===== config.mk =====
export PLATFORM = sky130hd
export DESIGN_NAME = led_decoder_seq
export DESIGN_NICKNAME = d
export VERILOG_FILES = /design/src/rtl/led_decoder_pkg.sv /design/src/rtl/led_prescaler.sv /design/src/rtl/led_decoder_seq.sv
export SDC_FILE = /design/constraint.sdc
export NUM_CORES = 1
export LEC_CHECK = 0
export CAP_MARGIN = 10
export CORE_UTILIZATION = 45
export CTS_BUF_LIST = sky130_fd_sc_hd__clkbuf_8
export DETAILED_ROUTE_END_ITERATION = 12
export PLACE_DENSITY_LB_ADDON = 0.05
export SYNTH_ARGS = -nofsm -noshare
export SYNTH_HDL_FRONTEND = slang
export SYNTH_SLANG_ARGS = --single-unit

===== constraint.sdc =====
create_clock -name clk -period 2.11 [get_ports clk]
set_input_delay 0.3165 -clock clk [delete_from_list [all_inputs] [get_ports clk]]
set_output_delay 0.3165 -clock clk [all_outputs]
set_load 0.01 [all_outputs]

===== src/rtl/led_decoder_pkg.sv =====
// Shared types and helpers for the registered LED decoder.
package led_decoder_pkg;

    typedef enum logic [1:0] {
        MODE_DIRECT = 2'd0,
        MODE_LATCH  = 2'd1,
        MODE_SCAN   = 2'd2,
        MODE_BLINK  = 2'd3
    } mode_e;

    localparam logic [2:0] EN_ACTIVE = 3'b100;
    localparam int         MAX_OUT   = 256;

    // Active-low one-hot decode; callers keep the low OUT_N bits.
    function automatic logic [MAX_OUT-1:0] onehot_n(input int unsigned sel);
        return ~(MAX_OUT'(1) << sel);
    endfunction

endpackage


===== src/rtl/led_prescaler.sv =====
// Programmable tick prescaler: counts 0..div while run is high.
module led_prescaler #(
    parameter int DIV_W = 8
) (
    input  logic             clk,
    input  logic             rst_n,
    input  logic             run,
    input  logic             clr,
    input  logic [DIV_W-1:0] div,
    output logic             tick
);

    logic [DIV_W-1:0] cnt_q;
    logic [DIV_W-1:0] cnt_d;

    always_comb begin
        cnt_d = cnt_q;
        tick  = 1'b0;
        if (clr) begin
            cnt_d = '0;
        end else if (run) begin
            if (cnt_q == div) begin
                tick  = 1'b1;
                cnt_d = '0;
            end else if (cnt_q > div) begin
                // div was lowered under the count: resync without a tick
                cnt_d = '0;
            end else begin
                cnt_d = cnt_q + 1'b1;
            end
        end
    end

    always_ff @(posedge clk or negedge rst_n) begin
        if (!rst_n) begin
            cnt_q <= '0;
        end else begin
            cnt_q <= cnt_d;
        end
    end

endmodule


===== src/rtl/led_decoder_seq.sv =====
// Registered active-low LED decoder with direct, latch, scan and blink modes.
module led_decoder_seq
    import led_decoder_pkg::*;
#(
    parameter int SEL_W = 3,
    parameter int DIV_W = 8
) (
    input  logic                  clk,
    input  logic                  rst,
    input  logic [2:0]            enable,
    input  logic [SEL_W-1:0]      switch,
    input  logic [1:0]            mode,
    input  logic [DIV_W-1:0]      div,
    output logic [(2**SEL_W)-1:0] led
);

    localparam int OUT_N = 2**SEL_W;

    mode_e            mode_in;
    mode_e            mode_q;
    logic             en;
    logic             mode_chg;
    logic             run;
    logic             tick;
    logic [SEL_W-1:0] idx_q;
    logic [SEL_W-1:0] idx_d;
    logic             phase_q;
    logic             phase_d;
    logic [OUT_N-1:0] latch_q;
    logic [OUT_N-1:0] latch_d;
    logic [OUT_N-1:0] led_q;
    logic [OUT_N-1:0] led_d;
    logic [MAX_OUT-1:0] dec_sw_full;
    logic [MAX_OUT-1:0] dec_idx_full;
    logic [OUT_N-1:0] dec_sw;
    logic [OUT_N-1:0] dec_idx;

    led_prescaler #(
        .DIV_W (DIV_W)
    ) u_prescaler (
        .clk   (clk),
        .rst_n (rst),
        .run   (run),
        .clr   (mode_chg),
        .div   (div),
        .tick  (tick)
    );

    always_comb begin
        mode_in  = mode_e'(mode);
        en       = (enable == EN_ACTIVE);
        mode_chg = (mode_in != mode_q);
        run      = en && ((mode_in == MODE_SCAN) || (mode_in == MODE_BLINK));

        idx_d = idx_q;
        if (mode_chg) begin
            idx_d = '0;
        end else if (tick && (mode_in == MODE_SCAN)) begin
            idx_d = idx_q + 1'b1;
        end

        phase_d = phase_q;
        if (mode_chg) begin
            phase_d = 1'b1;
        end else if (tick && (mode_in == MODE_BLINK)) begin
            phase_d = ~phase_q;
        end

        dec_sw_full  = onehot_n(32'(switch));
        dec_idx_full = onehot_n(32'(idx_d));
        dec_sw       = dec_sw_full[OUT_N-1:0];
        dec_idx      = dec_idx_full[OUT_N-1:0];

        latch_d = latch_q;
        if ((mode_in == MODE_LATCH) && en) begin
            latch_d = dec_sw;
        end

        // Scan and blink show the post-update index/phase so each step lasts div+1 cycles
        led_d = '1;
        case (mode_in)
            MODE_DIRECT: led_d = en ? dec_sw : '1;
            MODE_LATCH:  led_d = en ? dec_sw : latch_q;
            MODE_SCAN:   led_d = en ? dec_idx : '1;
            MODE_BLINK:  led_d = (en && phase_d) ? dec_sw : '1;
            default:     led_d = '1;
        endcase
    end

    always_ff @(posedge clk or negedge rst) begin
        if (!rst) begin
            mode_q  <= MODE_DIRECT;
            idx_q   <= '0;
            phase_q <= 1'b1;
            latch_q <= '1;
            led_q   <= '1;
        end else begin
            mode_q  <= mode_in;
            idx_q   <= idx_d;
            phase_q <= phase_d;
            latch_q <= latch_d;
            led_q   <= led_d;
        end
    end

    assign led = led_q;

endmodule


==> impl_metrics.toml, run 1 <==
[clock_tree]
clkLatencyLatePin_ns = 0.29
cts_tree = "built"
clkTransAtPathRegs_ns = 0.07
cts_buffers = 5
cts_hold_buf = 0
cts-root-buf = "clkbuf_8"
clock-sinks = 30
htree_num_levels = 2
clock_path_buffers = 2

[pwr]
ir_drop_v = 0.000369
p_comb_share_pct = 18.7
seqPwrFrac_pct = 46.4
power.leakage_nw = 1.18
clock_power_share_pct = 34.8
p_switching_w = 0.000406
p_sw_share_pct = 27.8
power_density_nw_per_um2 = 508
intPower_w = 0.00105

[setup_path]
cp-start-kind = "flip-flop"
ff2ff_path_depth = 7
end_kind = "flip-flop"
path_class = "flip-flop to flip-flop"
cp.required_ns = 2.33
cp_max_fo = 4
arrival_ns = 2.32

[final_layout]
layout.nets = 317
antenna_cells = 0
fillCellCount = 342
post-route-util_pct = 69.3
drive_gt1_share_pct = 36.9
area.growth.synth_to_final_pct = 42.4

[logic_synthesis]
synthDistinctLibCells = 53
post_synth_inst_count = 228
seq_area_frac_synth_pct = 38.3
avgSynthCellArea_um2 = 8.84
synth-seq-cells = 30
synthArstFlopShare_pct = 100
synth_area_um2 = 2020
synth-main-ff-cell = "dfstp_2"
syn_nets = 256
synth_edf_count = 0
yosys_warnings = 0

[timing]
slew_viol_final = 0
finalClockSkew_ns = 0.00551
fmax_ghz = 0.475
worst_slew_pin_slew_ns = 0.512
finalSetupViolations = 0
rsz0062_at_grt = "yes"
period_needed_ns = 2.11
fin_tns_setup_ns = 0
post-route-period-util_pct = 99.8
maxSlewHeadroom_pct = 65.8
hold_viol = 0

[global_routing]
grt_pass1_wl_um = 8430
grt-ovfl-total = 0
grtUsageTotal_pct = 25.3
grt_max_degree = 31
grt_pass1_vias = 1766
antenna_found_initial = 0

[floorplanning]
io-pin-count = 26
std_cell_rows = 23
die_h_um = 68.9
dieArea_um2 = 4750
core-area_um2 = 4140
start_util_pct = 48.6
fp.dieW_um = 68.9

[drt]
finalWirelength_um = 5420
routed_via_density = 5.57
vias = 1895
firstDrtPassIters = 5
drt_iter0_markers = 147
drc = 0
wl_per_cell_um = 15.9
drtAntennaViolNets = 0

[worst_hold_path]
hold_path.class = "primary input to asynchronous set/reset pin"

[placement]
routabilityCongestion = 0.819
post-dp-hpwl_um = 3940
io_buffers = 25

[outcome]
status = "completed"

[run]
cap_violations = 0
[power by group through the flow]
stage	combinational, W	clock, W	sequential [W]
6_report	0.000273	0.000508	0.000677
5_1_grt	0.000304	0.000537	0.000681
4_1_cts	0.000258	0.000510	0.000677
3_5_place_dp	0.000255	0	0.000687
3_3_place_gp	0.000252	0	0.000685
2_1_floorplan	0.000120	0	0.000685
[path summary, 6_finish.rpt]
check | startpoint | endpoint | slack [ns]
min in group clk | latch_q[2]$_DFFE_PN1P_ | latch_q[2]$_DFFE_PN1P_ | 0.48
max | u_prescaler.cnt_q[5]$_DFFE_PN0P_ | led[5]$_DFF_PN1_ | 0.005
max reg2reg | u_prescaler.cnt_q[5]$_DFFE_PN0P_ | led[5]$_DFF_PN1_ | 0.005
min reg2reg | latch_q[2]$_DFFE_PN1P_ | latch_q[2]$_DFFE_PN1P_ | 0.48
max in group asynchronous | rst | latch_q[3]$_DFFE_PN1P_ | 1.37
min | rst | idx_q[1]$_DFF_PN0_ | 0.40
[placed cells by master (no fill, tap or decap), types with 2 or more instances in the layout]
cell type / count
o211ai_1: 4
inv_2: 9
o2111ai_1: 2
clkdlybuf4s50_1: 18
a31oi_1: 3
dfrtp_1: 12
nand2_1: 28
a21boi_2: 2
nor3_1: 4
nand4_1: 11
dlymetal6s2s_1: 7
buf_4: 42
nor2b_1: 3
a221oi_1: 2
ha_1: 3
a211oi_1: 3
nand3b_1: 7
a221oi_2: 2
clkbuf_8: 6
ha_4: 7
xor2_1: 4
o21ai_0: 8
a21oi_2: 3
a21oi_1: 12
nand3_1: 9
nor3b_2: 2
inv_1: 4
dfstp_2: 17
nor3b_1: 7
a211oi_2: 3
and4_1: 2
nor2_1: 15
[registers in the layout, indices dropped and copies added (netlist names)]
name,count
led,8
mode_q,2
idx_q,3
phase_q,1
latch_q,8
u_prescaler.cnt_q,8
[routing by layer]
metal / GRT usage, % / vias to the layer above / share of wire [%]
met5: 0 / - / 0
met4: 9.95 / 0 / 1.1
met3: 4.44 / 6 / 4.3
met2: 38.5 / 45 / 45
met1: 35.4 / 885 / 50
li1: - / 959 / -
[Yosys cell counts (2+ instances only)]
library cell  count  share of area (%)
dfrtp_1          13                 16
buf_2             2               0.50
a21oi_1          15                3.7
a221oi_1          4                1.7
buf_4             2               0.74
o2111ai_1         2               0.87
nor3b_1           7                2.6
inv_2             2               0.37
o21ai_0           8                2.0
and4_1            3                1.3
nor3_1            4               0.99
nand2_1          28                5.2
a31oi_1           3               0.93
o211ai_1          4                1.5
nor2_1           15                2.8
nand3b_1          7                2.6
clkbuf_1          9                1.7
nor3b_2           2                1.2
nand3_1           9                2.2
nor2b_1           3               0.93
ha_1             10                6.2
a211oi_1          6                2.2
inv_1            11                2.0
nand4_1          11                3.4
xor2_1            4                1.7
dfstp_2          17                 22
[stage by stage]
step	setup WS [ns]	hold WS [ns]	area, um^2	std cells	total power [W]
2_1_floorplan	0.209	0.0209	2020	228	0.000805
3_3_place_gp	-0.339	0.464	2580	331	0.000937
3_5_place_dp	-0.353	0.476	2580	331	0.000942
4_1_cts	0.000426	0.427	2700	339	0.00145
5_1_grt	-0.0455	0.475	2870	340	0.00152
6_report	0.00466	0.404	2870	340	0.00146
[logic make-up after synthesis]
logic type	Yosys count	share of synthesized area [%]
xor+xnor	5	2.17
compound gates	55	19.1
fa+ha+maj	10	6.21
buf+inv	26	5.34
flops	30	38.3
mux	1	0.559
simple gates	101	28.4
[area by class of cell]
class | instances | area (um^2) | area share, %
tap | 50 | 62.6 | 2.18
inverter | 13 | 48.8 | 1.70
clock buffer | 6 | 82.6 | 2.88
clock inverter | 2 | 12.5 | 0.436
multi-input combinational | 172 | 1310 | 45.6
sequential | 30 | 773 | 26.9
timing repair buffer | 67 | 583 | 20.3
[what timing repair did]
action	4_1_cts	5_1_grt
buffers inserted	0	1
endpoints found under the hold margin	0	0
endpoints found under the setup margin	6	15
pin swaps	0	14
resized for setup	6	33
[critical path: stages, from the launching register on]
cell     delay [ns]
dfrtp_1        0.44
ha_4           0.30
and4_1         0.21
nand4_1        0.19
buf_4          0.21
or3_1          0.38
a21oi_2        0.20
a21oi_1        0.09
(Power assumes the default switching activity.)
==> run 2, diff against run 1 <==
--- a/config.mk
+++ b/config.mk
@@ -5,6 +5,7 @@
 export SDC_FILE = /design/constraint.sdc
 export NUM_CORES = 1
 export LEC_CHECK = 0
+export ABC_CLOCK_PERIOD_IN_PS = 2110
 export CAP_MARGIN = 10
 export CORE_UTILIZATION = 45
 export CTS_BUF_LIST = sky130_fd_sc_hd__clkbuf_8
==> results of run 2 <==
Final layout, timing and power as in run 1 (identical DEF).
==> run 3, diff against run 2 <==
--- a/config.mk
+++ b/config.mk
@@ -7,10 +7,10 @@
 export LEC_CHECK = 0
 export ABC_CLOCK_PERIOD_IN_PS = 2110
 export CAP_MARGIN = 10
-export CORE_UTILIZATION = 45
-export CTS_BUF_LIST = sky130_fd_sc_hd__clkbuf_8
+export CORE_UTILIZATION = 50
 export DETAILED_ROUTE_END_ITERATION = 12
 export PLACE_DENSITY_LB_ADDON = 0.05
+export SKIP_LAST_GASP = 1
 export SYNTH_ARGS = -nofsm -noshare
 export SYNTH_HDL_FRONTEND = slang
 export SYNTH_SLANG_ARGS = --single-unit
==> impl_metrics.toml, run 3 (synthesis results as in run 1) <==
[setup_path]
worst_path_max_delay_cell = "clkdlybuf4s50_1"
end_kind = "flip-flop"
crit_family = "buffers and inverters"
crit_buf_inv = 2
max_stage_delay_ns = 0.42
cp_max_fo = 4
path_class = "primary input to flip-flop"
cp.required_ns = 2.31
path_cells = "clkdlybuf4s50_1 > ha_1 > and4_4 > nand4_1 > buf_4 > o21ai_0 > a211oi_2 > a221oi_2"
cp-start-kind = "primary input"
arrival_ns = 2.23

[timing]
slew_viol_final = 0
fin_hold_ws_ns = 0.410
maxSlewHeadroom_pct = 72.1
hold_viol = 0
fmax_ghz = 0.492
finalSetupViolations = 0
finalClockSkew_ns = 0.00324
post-route-period-util_pct = 96.2
period_needed_ns = 2.03
worst_slew_pin_slew_ns = 0.408

[clock_tree]
cts-root-buf = "clkbuf_8"
cts_buffers = 5
clock_path_buffers = 2
clkLatencyLatePin_ns = 0.29
htree_num_levels = 2
clock-sinks = 30
cts_tree = "built"
clkTransAtPathRegs_ns = 0.07

[drt]
drt_iter0_markers = 176
vias = 1940
drc = 0
firstDrtPassIters = 4
drtAntennaViolNets = 0
routed_via_density = 5.74
wl_per_cell_um = 15.6
finalWirelength_um = 5280

[final_layout]
drive_gt1_share_pct = 34.1
fin_cells = 338
layout_commonest_cell = "buf_4"
layout.nets = 317
mostFrequentLayoutCells = "buf_4 (42), nand2_1 (28), clkdlybuf4s50_1 (18)"
area.growth.synth_to_final_pct = 40.5
antenna_cells = 0

[worst_hold_path]
hold_path.class = "primary input to asynchronous set/reset pin"

[pwr]
clock_power_share_pct = 34.7
p_sw_share_pct = 27.3
seqPwrFrac_pct = 46.7
power_density_nw_per_um2 = 510
power.leakage_nw = 1.18
finalPower_w = 0.00144
intPower_w = 0.00105
ir_drop_v = 0.000461
p_switching_w = 0.000394
p_comb_share_pct = 18.6

[run]
cap_violations = 0

[placement]
dpl.cell_count = 330
routabilityCongestion = 0.919
post-dp-hpwl_um = 3800
io_buffers = 25

[floorplanning]
fp.dieW_um = 65.5
die_h_um = 65.5
core-area_um2 = 3770
start_util_pct = 53.5
io-pin-count = 26
dieArea_um2 = 4290
std_cell_rows = 22

[outcome]
status = "completed"

[global_routing]
grt-ovfl-total = 0
antenna_found_initial = 0
grt_pass1_wl_um = 8250
grtUsageTotal_pct = 25.9
grt_pass1_vias = 1844
grt_max_degree = 31
==> run 3: metrics by stage <==
stage / setup TNS [ns] / util, % / cell area (um^2) / setup WS (ns)
5_1_grt: -0.00384 / 75.1 / 2830 / -0.00384
3_5_place_dp: -4.58 / 68.5 / 2580 / -0.392
3_3_place_gp: -4.13 / 68.5 / 2580 / -0.370
6_report: 0 / 75.1 / 2830 / 0.0794
2_1_floorplan: 0 / - / 2020 / 0.209
4_1_cts: -0.143 / 71.6 / 2700 / -0.0447
==> run 3: path summary, 6_finish.rpt <==
path,depth (start not counted),start,end,slack (ns)
worst max-delay path,8,div[0],led[4]$_DFF_PN1_,0.08
worst min-delay path,2,rst,mode_q[0]$_DFF_PN0_,0.41
worst max register to register,6,u_prescaler.cnt_q[6]$_DFFE_PN0P_,led[5]$_DFF_PN1_,0.10
worst min register to register,2,latch_q[5]$_DFFE_PN1P_,latch_q[5]$_DFFE_PN1P_,0.48
max in group asynchronous,2,rst,latch_q[1]$_DFFE_PN1P_,1.38
min in group clk,2,latch_q[5]$_DFFE_PN1P_,latch_q[5]$_DFFE_PN1P_,0.48
==> run 3: repair_timing <==
item                                    CTS  global route
buffers inserted                          0             1
pin swaps                                 2             9
gates resized for setup                   4            26
endpoints found under the setup margin    7            14
hold buffers                              0             0
==> run 3: final cells by class <==
class / instances / area [um^2]
multi-input combinational: 172 / 1270
inverter: 13 / 48.8
tap: 48 / 60.1
clock buffer: 6 / 82.6
sequential: 30 / 772
clock inverter: 2 / 12.5
fill: 283 / 938
timing repair buffer: 67 / 583
==> run 3: power groups by stage <==
stage	sequential, W	clock, W	combinational [W]
after floorplan	0.000685	0	0.000120
after global placement	0.000683	0	0.000249
after detailed placement	0.000685	0	0.000252
after CTS	0.000675	0.000506	0.000256
after global routing	0.000681	0.000528	0.000298
final	0.000674	0.000501	0.000269
==> run 3: layer usage <==
metal / vias to the layer above / wire length, um / GRT usage, %
li1: 961 / - / -
met1: 905 / 2440 / 33.6
met2: 60 / 2510 / 41.9
met3: 14 / 209 / 5.73
met4: 0 / 125 / 9.78
met5: - / 0 / 0
